<file path="src/rtl/scoreboard_pkg.sv">
// Shared types for the scoreboard display path: player IDs, winner codes, FSM states,
// and the win-condition helper.
package scoreboard_pkg;

  typedef enum logic {
    P1 = 1'b0,
    P2 = 1'b1
  } player_e;

  typedef enum logic [1:0] {
    WinNone = 2'b00,
    WinP1   = 2'b01,
    WinP2   = 2'b10
  } winner_e;

  typedef enum logic {
    StPlaying  = 1'b0,
    StGameOver = 1'b1
  } sk_state_e;

  // Display controller states, consumed downstream of score_keeper.
  typedef enum logic [1:0] {
    DispIdle    = 2'b00,
    DispLoad    = 2'b01,
    DispRefresh = 2'b10
  } disp_state_e;

  // 9-bit compare so score + margin cannot wrap.
  function automatic logic has_won(input logic [7:0] own, input logic [7:0] other,
                                   input logic [7:0] win_points, input logic [7:0] win_margin);
    logic [8:0] own9;
    logic [8:0] need9;
    own9  = {1'b0, own};
    need9 = {1'b0, other} + {1'b0, win_margin};
    return (own9 >= {1'b0, win_points}) && (own9 >= need9);
  endfunction

endpackage

</file>
<file path="src/rtl/score_keeper_if.sv">
// Button inputs and score/status outputs of score_keeper; slave is the keeper side.
interface score_keeper_if;
  logic       btn_p1_i;
  logic       btn_p2_i;
  logic       btn_undo_i;
  logic       btn_clear_i;
  logic [7:0] p1_score_o;
  logic [7:0] p2_score_o;
  logic [1:0] winner_o;
  logic       game_over_o;
  logic       event_o;
  logic [2:0] undo_level_o;

  modport slave (
    input  btn_p1_i, btn_p2_i, btn_undo_i, btn_clear_i,
    output p1_score_o, p2_score_o, winner_o, game_over_o, event_o, undo_level_o
  );

  modport master (
    output btn_p1_i, btn_p2_i, btn_undo_i, btn_clear_i,
    input  p1_score_o, p2_score_o, winner_o, game_over_o, event_o, undo_level_o
  );
endinterface

</file>
<file path="src/rtl/button_debouncer.sv">
// Two-flop synchroniser, stable-count debouncer and rising-edge press pulse for one button.
module button_debouncer #(
  parameter int unsigned DEBOUNCE_CYCLES = 500000
) (
  input  logic clk_i,
  input  logic rst_i,
  input  logic btn_i,
  output logic press_o
);

  localparam int unsigned CntW = (DEBOUNCE_CYCLES > 1) ? $clog2(DEBOUNCE_CYCLES) : 1;

  logic            sync1_q, sync2_q;
  logic            level_d, level_q;
  logic            level_dly_q;
  logic            press_d, press_q;
  logic [CntW-1:0] cnt_d, cnt_q;

  always_comb begin
    level_d = level_q;
    cnt_d   = '0;
    // Count consecutive disagreeing cycles; any agreeing cycle restarts the count.
    if (sync2_q != level_q) begin
      if (cnt_q == CntW'(DEBOUNCE_CYCLES - 1)) begin
        level_d = sync2_q;
      end else begin
        cnt_d = cnt_q + CntW'(1);
      end
    end
    press_d = level_q & ~level_dly_q;
  end

  always_ff @(posedge clk_i or posedge rst_i) begin
    if (rst_i) begin
      sync1_q     <= 1'b0;
      sync2_q     <= 1'b0;
      level_q     <= 1'b0;
      level_dly_q <= 1'b0;
      press_q     <= 1'b0;
      cnt_q       <= '0;
    end else begin
      sync1_q     <= btn_i;
      sync2_q     <= sync1_q;
      level_q     <= level_d;
      level_dly_q <= level_q;
      press_q     <= press_d;
      cnt_q       <= cnt_d;
    end
  end

  assign press_o = press_q;

endmodule

</file>
<file path="src/rtl/score_keeper.sv">
// Debounced push-buttons to two saturating scores with LIFO undo history and game-over FSM.
module score_keeper
  import scoreboard_pkg::*;
#(
  parameter int unsigned DEBOUNCE_CYCLES = 500000,
  parameter logic [7:0]  MAX_SCORE       = 8'd99,
  parameter logic [7:0]  WIN_POINTS      = 8'd11,
  parameter logic [7:0]  WIN_MARGIN      = 8'd2,
  parameter int unsigned UNDO_DEPTH      = 4
) (
  input logic           clk_i,
  input logic           rst_i,
  score_keeper_if.slave bus
);

  logic press_p1, press_p2, press_undo, press_clr;

  button_debouncer #(.DEBOUNCE_CYCLES(DEBOUNCE_CYCLES)) u_db_p1 (
    .clk_i(clk_i), .rst_i(rst_i), .btn_i(bus.btn_p1_i), .press_o(press_p1)
  );
  button_debouncer #(.DEBOUNCE_CYCLES(DEBOUNCE_CYCLES)) u_db_p2 (
    .clk_i(clk_i), .rst_i(rst_i), .btn_i(bus.btn_p2_i), .press_o(press_p2)
  );
  button_debouncer #(.DEBOUNCE_CYCLES(DEBOUNCE_CYCLES)) u_db_undo (
    .clk_i(clk_i), .rst_i(rst_i), .btn_i(bus.btn_undo_i), .press_o(press_undo)
  );
  button_debouncer #(.DEBOUNCE_CYCLES(DEBOUNCE_CYCLES)) u_db_clr (
    .clk_i(clk_i), .rst_i(rst_i), .btn_i(bus.btn_clear_i), .press_o(press_clr)
  );

  sk_state_e             state_d, state_q;
  winner_e               winner_d, winner_q;
  logic [7:0]            p1_score_d, p1_score_q;
  logic [7:0]            p2_score_d, p2_score_q;
  logic [UNDO_DEPTH-1:0] hist_d, hist_q;  // bit i = player of entry i, 0 is oldest
  logic [2:0]            level_d, level_q;
  logic                  event_d, event_q;

  logic       win_chk;
  logic       hist_full;
  logic [2:0] lvl_m1;
  player_e    pl;

  always_comb begin
    state_d    = state_q;
    winner_d   = winner_q;
    p1_score_d = p1_score_q;
    p2_score_d = p2_score_q;
    hist_d     = hist_q;
    level_d    = level_q;
    event_d    = 1'b0;
    win_chk    = 1'b0;
    pl         = P1;
    lvl_m1     = level_q - 3'd1;
    hist_full  = (level_q == 3'(UNDO_DEPTH));

    if (press_clr) begin
      p1_score_d = '0;
      p2_score_d = '0;
      hist_d     = '0;
      level_d    = '0;
      winner_d   = WinNone;
      state_d    = StPlaying;
      event_d    = 1'b1;
    end else if (press_undo) begin
      if (level_q != 3'd0) begin
        for (int unsigned i = 0; i < UNDO_DEPTH; i++) begin
          if (3'(i) == lvl_m1) pl = player_e'(hist_q[i]);
        end
        level_d = lvl_m1;
        if (pl == P1) begin
          if (p1_score_q != 8'd0) p1_score_d = p1_score_q - 8'd1;
        end else begin
          if (p2_score_q != 8'd0) p2_score_d = p2_score_q - 8'd1;
        end
        event_d = 1'b1;
        win_chk = 1'b1;
      end
    end else if ((press_p1 ^ press_p2) && (state_q == StPlaying)) begin
      pl = press_p2 ? P2 : P1;
      if (((pl == P1) ? p1_score_q : p2_score_q) != MAX_SCORE) begin
        if (pl == P1) p1_score_d = p1_score_q + 8'd1;
        else          p2_score_d = p2_score_q + 8'd1;
        // When full, drop the oldest entry and append the newest at the top.
        if (hist_full) begin
          hist_d  = {pl, hist_q[UNDO_DEPTH-1:1]};
        end else begin
          for (int unsigned i = 0; i < UNDO_DEPTH; i++) begin
            if (3'(i) == level_q) hist_d[i] = pl;
          end
          level_d = level_q + 3'd1;
        end
        event_d = 1'b1;
        win_chk = 1'b1;
      end
    end

    if (win_chk) begin
      if (has_won(p1_score_d, p2_score_d, WIN_POINTS, WIN_MARGIN)) begin
        state_d  = StGameOver;
        winner_d = WinP1;
      end else if (has_won(p2_score_d, p1_score_d, WIN_POINTS, WIN_MARGIN)) begin
        state_d  = StGameOver;
        winner_d = WinP2;
      end else begin
        state_d  = StPlaying;
        winner_d = WinNone;
      end
    end
  end

  always_ff @(posedge clk_i or posedge rst_i) begin
    if (rst_i) begin
      state_q    <= StPlaying;
      winner_q   <= WinNone;
      p1_score_q <= '0;
      p2_score_q <= '0;
      hist_q     <= '0;
      level_q    <= '0;
      event_q    <= 1'b0;
    end else begin
      state_q    <= state_d;
      winner_q   <= winner_d;
      p1_score_q <= p1_score_d;
      p2_score_q <= p2_score_d;
      hist_q     <= hist_d;
      level_q    <= level_d;
      event_q    <= event_d;
    end
  end

  assign bus.p1_score_o   = p1_score_q;
  assign bus.p2_score_o   = p2_score_q;
  assign bus.winner_o     = winner_q;
  assign bus.game_over_o  = (state_q == StGameOver);
  assign bus.event_o      = event_q;
  assign bus.undo_level_o = level_q;

endmodule

</file>
<file path="src/flat_wrapper.sv">
// flat-port wrapper written by rule: the top's interface ports become plain ports
module score_keeper_flat import scoreboard_pkg::*;
#(
  parameter int unsigned DEBOUNCE_CYCLES = 500000,
  parameter logic [7:0]  MAX_SCORE       = 8'd99,
  parameter logic [7:0]  WIN_POINTS      = 8'd11,
  parameter logic [7:0]  WIN_MARGIN      = 8'd2,
  parameter int unsigned UNDO_DEPTH      = 4
)
  (clk_i, rst_i, bus_btn_p1_i, bus_btn_p2_i, bus_btn_undo_i, bus_btn_clear_i, bus_p1_score_o, bus_p2_score_o, bus_winner_o, bus_game_over_o, bus_event_o, bus_undo_level_o);
  score_keeper_if bus_i ();
  input logic clk_i;
  input logic rst_i;
  input wire logic [$bits(bus_i.btn_p1_i)-1:0] bus_btn_p1_i;
  input wire logic [$bits(bus_i.btn_p2_i)-1:0] bus_btn_p2_i;
  input wire logic [$bits(bus_i.btn_undo_i)-1:0] bus_btn_undo_i;
  input wire logic [$bits(bus_i.btn_clear_i)-1:0] bus_btn_clear_i;
  output wire logic [$bits(bus_i.p1_score_o)-1:0] bus_p1_score_o;
  output wire logic [$bits(bus_i.p2_score_o)-1:0] bus_p2_score_o;
  output wire logic [$bits(bus_i.winner_o)-1:0] bus_winner_o;
  output wire logic [$bits(bus_i.game_over_o)-1:0] bus_game_over_o;
  output wire logic [$bits(bus_i.event_o)-1:0] bus_event_o;
  output wire logic [$bits(bus_i.undo_level_o)-1:0] bus_undo_level_o;
  assign bus_i.btn_p1_i = bus_btn_p1_i;
  assign bus_i.btn_p2_i = bus_btn_p2_i;
  assign bus_i.btn_undo_i = bus_btn_undo_i;
  assign bus_i.btn_clear_i = bus_btn_clear_i;
  assign bus_p1_score_o = bus_i.p1_score_o;
  assign bus_p2_score_o = bus_i.p2_score_o;
  assign bus_winner_o = bus_i.winner_o;
  assign bus_game_over_o = bus_i.game_over_o;
  assign bus_event_o = bus_i.event_o;
  assign bus_undo_level_o = bus_i.undo_level_o;
  score_keeper #(.DEBOUNCE_CYCLES(DEBOUNCE_CYCLES), .MAX_SCORE(MAX_SCORE), .WIN_POINTS(WIN_POINTS), .WIN_MARGIN(WIN_MARGIN), .UNDO_DEPTH(UNDO_DEPTH)) u_core (.clk_i(clk_i), .rst_i(rst_i), .bus(bus_i));
endmodule
</file>
<file path="config.mk">
export PLATFORM = sky130hd
export DESIGN_NAME = score_keeper_flat
export DESIGN_NICKNAME = d
export VERILOG_FILES = /design/src/rtl/scoreboard_pkg.sv /design/src/rtl/score_keeper_if.sv /design/src/rtl/button_debouncer.sv /design/src/rtl/score_keeper.sv /design/src/flat_wrapper.sv
export SDC_FILE = /design/constraint.sdc
export NUM_CORES = 1
export LEC_CHECK = 0
export BUFFER_PORTS_ARGS = -buffer_cell sky130_fd_sc_hd__buf_2
export CORE_ASPECT_RATIO = 1.25
export CORE_MARGIN = 5
export CORE_UTILIZATION = 50
export DETAILED_ROUTE_END_ITERATION = 8
export PLACE_DENSITY = 0.76
export SYNTH_ARGS = -nofsm -noshare
export SYNTH_HDL_FRONTEND = slang
export SYNTH_HIERARCHICAL = 1
export SYNTH_SLANG_ARGS = --single-unit
</file>
<file path="constraint.sdc">
create_clock -name clk_i -period 9.7 [get_ports clk_i]
set_input_delay 1.455 -clock clk_i [delete_from_list [all_inputs] [get_ports clk_i]]
set_output_delay 1.455 -clock clk_i [all_outputs]
set_load 0.05 [all_outputs]
</file>
==> flow_summary.json, run 1 <==
{
  "pwr_density_cell_nw_per_um2": 146,
  "stdcell_count": 1003,
  "async_flop_share": 1.00,
  "num_vias": 6085,
  "rows": 50,
  "leakagePower_uw": 0.00362,
  "crit_chain": "inv_1 -> ha_1 -> a211o_1 -> o22a_2 -> a211oi_1 -> a211oi_1 -> a311oi_1 -> nand4_1 -> xnor2_1 -> ha_1 -> nand2_1 -> a21boi_0 -> o211ai_1 -> a31oi_1 -> o31ai_1 -> a221oi_1 -> o311a_1 -> a211o_1",
  "areaGrowthSynthToFinish_pct": 10.1,
  "avgSynthCellArea_um2": 9.56,
  "drc": 0,
  "cts_max_level": 4,
  "vias_per_cell": 6.07,
  "numClockSinks": 123,
  "dp_slack_ps": 4820,
  "initial_core_util": 0.509,
  "synth-seq-cells": 123,
  "gp_congestion": 0.869,
  "antenna_found_initial": 0,
  "power_uw": 1230,
  "max_freq_ghz": 0.199,
  "dpl.hpwl_um": 11600,
  "fin_area_um2": 8380,
  "ir_drop_v": 0.000217,
  "grt_pass1_wl_um": 28800,
  "drive_gt1_frac": 0.114,
  "min_period_over_period": 0.517,
  "slowest_stage": "a311oi_1",
  "fin_crit_ps": 5020,
  "clkPwrFrac": 0.553,
  "fp.dieH_um": 148,
  "synthTopCellsByArea": "dfrtp_1 40%, ha_1 5.6%, xor2_1 4.6%",
  "seq_area_frac_synth": 0.404,
  "yosys_most_used_dff": "dfrtp_1",
  "port_buffers": 28,
  "hold_class": "reg -> reg",
  "cts_buffers": 17,
  "end_kind": "flip-flop",
  "max_stage_delay_ps": 680,
  "place_inst": 971,
  "core_um2": 15000,
  "detail_route.iter0.violations": 572,
  "combPwrFrac": 0.020,
  "ant_nets": 0,
  "hold_violations": 0,
  "die_area_um2": 17800,
  "synth_edf_count": 0,
  "synth_top_area_cell": "dfrtp_1",
  "wl_um": 16900,
  "max-cap-violations": 0,
  "dpl_cell_area_um2": 7750,
  "fp.dieW_um": 120,
  "drt_first_pass_iters": 5,
  "critPathArrivalTime_ps": 5320,
  "clockBufferDepth": 2,
  "net-switching-power_uw": 263,
  "pwr-share-seq": 0.427,
  "first_global_vias": 5989,
  "cts_resized": 0,
  "startpoint_type": "flip-flop",
  "power.internal_uw": 964,
  "tns_ps": 0,
  "slew_headroom": 0.289,
  "synth_cell_types": 75,
  "grt_use_total": 0.198,
  "wl_per_cell_um": 16.9,
  "tritoncts": "built",
  "grt_max_degree": 37,
  "grt_overflow": 0,
  "insertedDiodeCount": 0,
  "worstMarginPinSlew_ps": 1060,
  "hold_buffers": 0,
  "switching_share": 0.214,
  "num_io_pins": 29,
  "worst_ep_required_time_ps": 10010,
  "synth_area_um2": 7610,
  "clkTransAtPathRegs_ps": 60,
  "finalSetupViolCount": 0,
  "finalMaxSlewViolations": 0,
  "run_status": "completed",
  "worst_clock_skew_ps": 7.50,
  "syn_nets": 836,
  "yosysTopAreaCellShare": 0.404,
  "ys_warn_count": 6,
  "setup_slack_ps": 4680,
  "criticalPathCategory": "reg -> reg",
  "post-cts-setup-buffer-count": 0,
  "rsz0062_at_grt": "no",
  "clk_latency_ps": 420,
  "root_buffer": "clkbuf_16",
  "synthCells": 796,
  "nFillCells": 1278,
  "fin_nets": 848,
  "worstPathMaxFanout": 17
}
registers in the layout, indices dropped and copies added, names as in the netlist, 3 cells and up:
signal                   count
u_core/bus.p2_score_o        8
u_core/u_db_p1/cnt_q        19
u_core/u_db_p2/cnt_q        19
u_core/hist_q                4
u_core/u_db_undo/cnt_q      19
u_core/bus.p1_score_o        8
u_core/u_db_clr/cnt_q       19
u_core/bus.undo_level_o      3
area by class of cell:
class | count | area, um2 | share of cell area
inverters | 26 | 97.6 | 0.0116
flip-flops and latches | 123 | 3080 | 0.367
repair buffers | 29 | 148 | 0.0176
clock buffers | 20 | 447 | 0.0533
clock inverters | 12 | 188 | 0.0224
multi-input cells | 611 | 4200 | 0.501
well taps | 182 | 228 | 0.0272
metrics by stage:
step            util  hold slack, ps
6_report       0.561             339
2_1_floorplan      -             331
5_1_grt        0.561             350
3_5_place_dp   0.518             335
3_3_place_gp   0.518             333
4_1_cts        0.561             342
power by group through the flow:
stage | Combinational, uW | Clock, uW | Sequential (uW)
after floorplan | 23.2 | 0 | 532
after global placement | 24.5 | 0 | 533
after detailed placement | 25.0 | 0 | 533
after CTS | 25.3 | 693 | 524
after global routing | 28.9 | 720 | 525
final | 24.2 | 679 | 524
final timing paths:
| path | start | end | slack, ps | cells past startpoint |
|---|---|---|---|---|
| hold reg to reg | u_core/u_db_p1/sync1_q | u_core/u_db_p1/sync2_q | 340 | 0 |
| max in group asynchronous | rst_i | u_core/bus.undo_level_o[1] | 7690 | 2 |
| hold / removal | u_core/u_db_p1/sync1_q | u_core/u_db_p1/sync2_q | 340 | 0 |
| setup reg to reg | u_core/bus.undo_level_o[0] | u_core/bus.game_over_o | 4680 | 18 |
| setup / recovery | u_core/bus.undo_level_o[0] | u_core/bus.game_over_o | 4680 | 18 |
| min in group asynchronous | rst_i | u_core/u_db_p2/level_q | 1290 | 2 |
layer usage:
metal  share of wire  vias up  global-route usage
li1                -     2928                   -
met1            0.44     2941               0.252
met2            0.49      177               0.323
met3           0.048       39              0.0413
met4           0.024        0              0.0924
met5               0        -                   0
critical path, delay by kind of cell (launching register included):
family | cells | cell delay (ps)
AOI/OAI and AO/OA | 12 | 2990
xor gates and xnor gates | 1 | 270
adders and majority gates | 2 | 660
buffers and inverters | 1 | 130
DFF | 1 | 470
and+or+nand+nor | 2 | 360
placed cells by master (no fill, tap or decap), drive strengths merged, types with 11 or more instances in the layout:
master / count
dfrtp: 123
nor2: 86
nand2: 59
nand3: 41
xor2: 40
xnor2: 39
ha: 34
buf: 29
nand4: 28
a21oi: 28
inv: 28
clkbuf: 20
and3: 18
nor3: 18
nor4: 15
and4: 14
o21ai: 11
logic make-up after synthesis:
group           after synthesis  share of synthesized area
fa+ha+maj                    34                     0.0559
mux                          10                     0.0158
flops                       123                      0.404
simple gates                366                      0.270
compound gates              122                      0.119
xor+xnor                     79                     0.0909
buf+inv                      62                     0.0447
cells in the mapped netlist, types with 12 or more instances:
master	n
dfrtp_1	123
nor2_1	86
nand2_1	59
nand3_1	41
xor2_1	40
xnor2_1	39
ha_1	34
a21oi_1	28
nand4_1	28
inv_1	26
and3_1	18
clkbuf_1	18
nor3_1	14
nor4_1	12
No activity file was read; power rests on OpenSTA's default activity.
==> run 2: changes to the inputs <==
==> constraint.sdc (replaced) <==
create_clock -name clk_i -period 5 [get_ports clk_i]
set_input_delay 0.75 -clock clk_i [delete_from_list [all_inputs] [get_ports clk_i]]
set_output_delay 0.75 -clock clk_i [all_outputs]
set_load 0.05 [all_outputs]
==> flow_summary.json, run 2 (same netlist as run 1, synthesis figures left out) <==
{
  "run_status": "completed",
  "drc": 0,
  "fp.dieH_um": 148,
  "drt_first_pass_iters": 5,
  "port_buffers": 28,
  "crit_buf_inv": 1,
  "worst_ep_required_time_ps": 5300,
  "combPwrFrac": 0.021,
  "hold_violations": 0,
  "pwr-share-seq": 0.469,
  "dp_slack_ps": 397,
  "vias_per_cell": 6.02,
  "net-switching-power_uw": 507,
  "finalMaxSlewViolations": 0,
  "max_stage_delay_ps": 480,
  "place_inst": 977,
  "final_cell_mix": "123 x dfrtp_1, 86 x nor2_1, 59 x nand2_1, 41 x nand3_1, 40 x xor2_1",
  "grt_max_degree": 28,
  "switching_share": 0.234,
  "fin_nets": 854,
  "grt_use_total": 0.192,
  "worstMarginPinSlew_ps": 1110,
  "worst_clock_skew_ps": 5.42,
  "initial_core_util": 0.509,
  "rows": 50,
  "clkTransAtPathRegs_ps": 60,
  "startpoint_type": "flip-flop",
  "die_area_um2": 17800,
  "post-cts-setup-buffer-count": 0,
  "rsz0062_at_grt": "no",
  "clkPwrFrac": 0.510,
  "leakagePower_uw": 0.00361,
  "grt_overflow": 0,
  "power.internal_uw": 1660,
  "cts_buffers": 17,
  "first_global_vias": 5821,
  "areaGrowthSynthToFinish_pct": 9.33,
  "antenna_found_initial": 0,
  "worstPathMaxFanout": 17,
  "fp.dieW_um": 120,
  "numClockSinks": 123,
  "num_vias": 6066,
  "wl_met3_um": 763,
  "end_kind": "flip-flop",
  "min_period_over_period": 0.919,
  "wl_met2_um": 8010,
  "max_freq_ghz": 0.218,
  "detail_route.iter0.violations": 434,
  "clk_latency_ps": 410,
  "core_um2": 15000,
  "setup_slack_ps": 406,
  "hold_buffers": 0,
  "crit_chain": "inv_1 -> ha_1 -> a211o_1 -> o22a_2 -> a2111o_1 -> o221a_4 -> nor4_4 -> nand4_1 -> xnor2_1 -> ha_1 -> nand2_1 -> a21boi_0 -> o211ai_1 -> a31oi_1 -> o31ai_1 -> a221oi_1 -> o311a_1 -> a211o_1",
  "num_io_pins": 29,
  "ant_nets": 0,
  "gp_congestion": 0.900,
  "hold_class": "reg -> reg",
  "tritoncts": "built",
  "slowest_stage": "dfrtp_1",
  "insertedDiodeCount": 0,
  "pwr_density_cell_nw_per_um2": 261,
  "tns_ps": 0,
  "stdcell_count": 1008,
  "cpLargestDelayFamily": "compound AO/OA/AOI/OAI gates",
  "critPathArrivalTime_ps": 4890,
  "fin_crit_ps": 4590,
  "root_buffer": "clkbuf_16",
  "cts_resized": 0,
  "wl_per_cell_um": 16.4,
  "grt_pass1_wl_um": 28100,
  "finalSetupViolCount": 0,
  "cts_max_level": 4,
  "clockBufferDepth": 2,
  "rrSetupSlack_ps": 410,
  "wl_um": 16600,
  "ir_drop_v": 0.000382,
  "dpl.hpwl_um": 11600,
  "wl_met1_um": 7260,
  "final_common_cell": "dfrtp_1",
  "max-cap-violations": 0,
  "top_layer": "met4",
  "slew_headroom": 0.259,
  "drive_gt1_frac": 0.122,
  "criticalPathCategory": "reg -> reg"
}
## run 2: changes by cell type in the layout (fill, tap and decap cells not counted), sizes merged
cell	previous run	this run
inv	28	30
clkbuf	20	18
clkinvlp	2	4
buf	29	35
bufinv	4	0
clkinv	4	5
## run 2: final timing paths
check                                           end                       start  cells after the start
setup / recovery             u_core/bus.game_over_o  u_core/bus.undo_level_o[0]                     18
hold / removal               u_core/u_db_p1/sync2_q      u_core/u_db_p1/sync1_q                      0
setup reg to reg             u_core/bus.game_over_o  u_core/bus.undo_level_o[0]                     18
hold reg to reg              u_core/u_db_p1/sync2_q      u_core/u_db_p1/sync1_q                      0
max in group asynchronous  u_core/bus.p1_score_o[0]                       rst_i                      2
min in group asynchronous  u_core/u_db_undo/sync2_q                       rst_i                      2
## run 2: metrics by stage
| stage | area (um2) | util | hold WS (ps) | power, uW |
|---|---|---|---|---|
| 4_1_cts | 8320 | 0.557 | 347 | 2190 |
| 5_1_grt | 8320 | 0.557 | 358 | 2250 |
| 6_report | 8320 | 0.557 | 349 | 2170 |
| 3_5_place_dp | 7790 | 0.521 | 335 | 1080 |
| 3_3_place_gp | 7790 | 0.521 | 332 | 1080 |
| 2_1_floorplan | 7610 | - | 331 | 1080 |
## run 2: layout make-up
cell class,instances,area (um2)
clock buffer,18,439
clock inverter,13,93.8
fill,1311,6630
inverter,26,97.6
multi-input combinational,611,4200
sequential,123,3080
tap,182,228
timing repair buffer,35,193
## run 2: routing by layer
metal | vias to the layer above | track usage
met5 | - | 0
li1 | 2928 | -
met3 | 43 | 0.0440
met4 | 0 | 0.0856
met2 | 145 | 0.312
met1 | 2950 | 0.246
## run 2: power by group through the flow
stage	clock network, uW	registers (uW)	logic [uW]
CTS	1130	1020	48.9
global placement	0	1030	47.6
global route	1180	1020	56.0
floorplan	0	1030	45.0
detailed placement	0	1030	48.0
finish	1110	1020	46.5
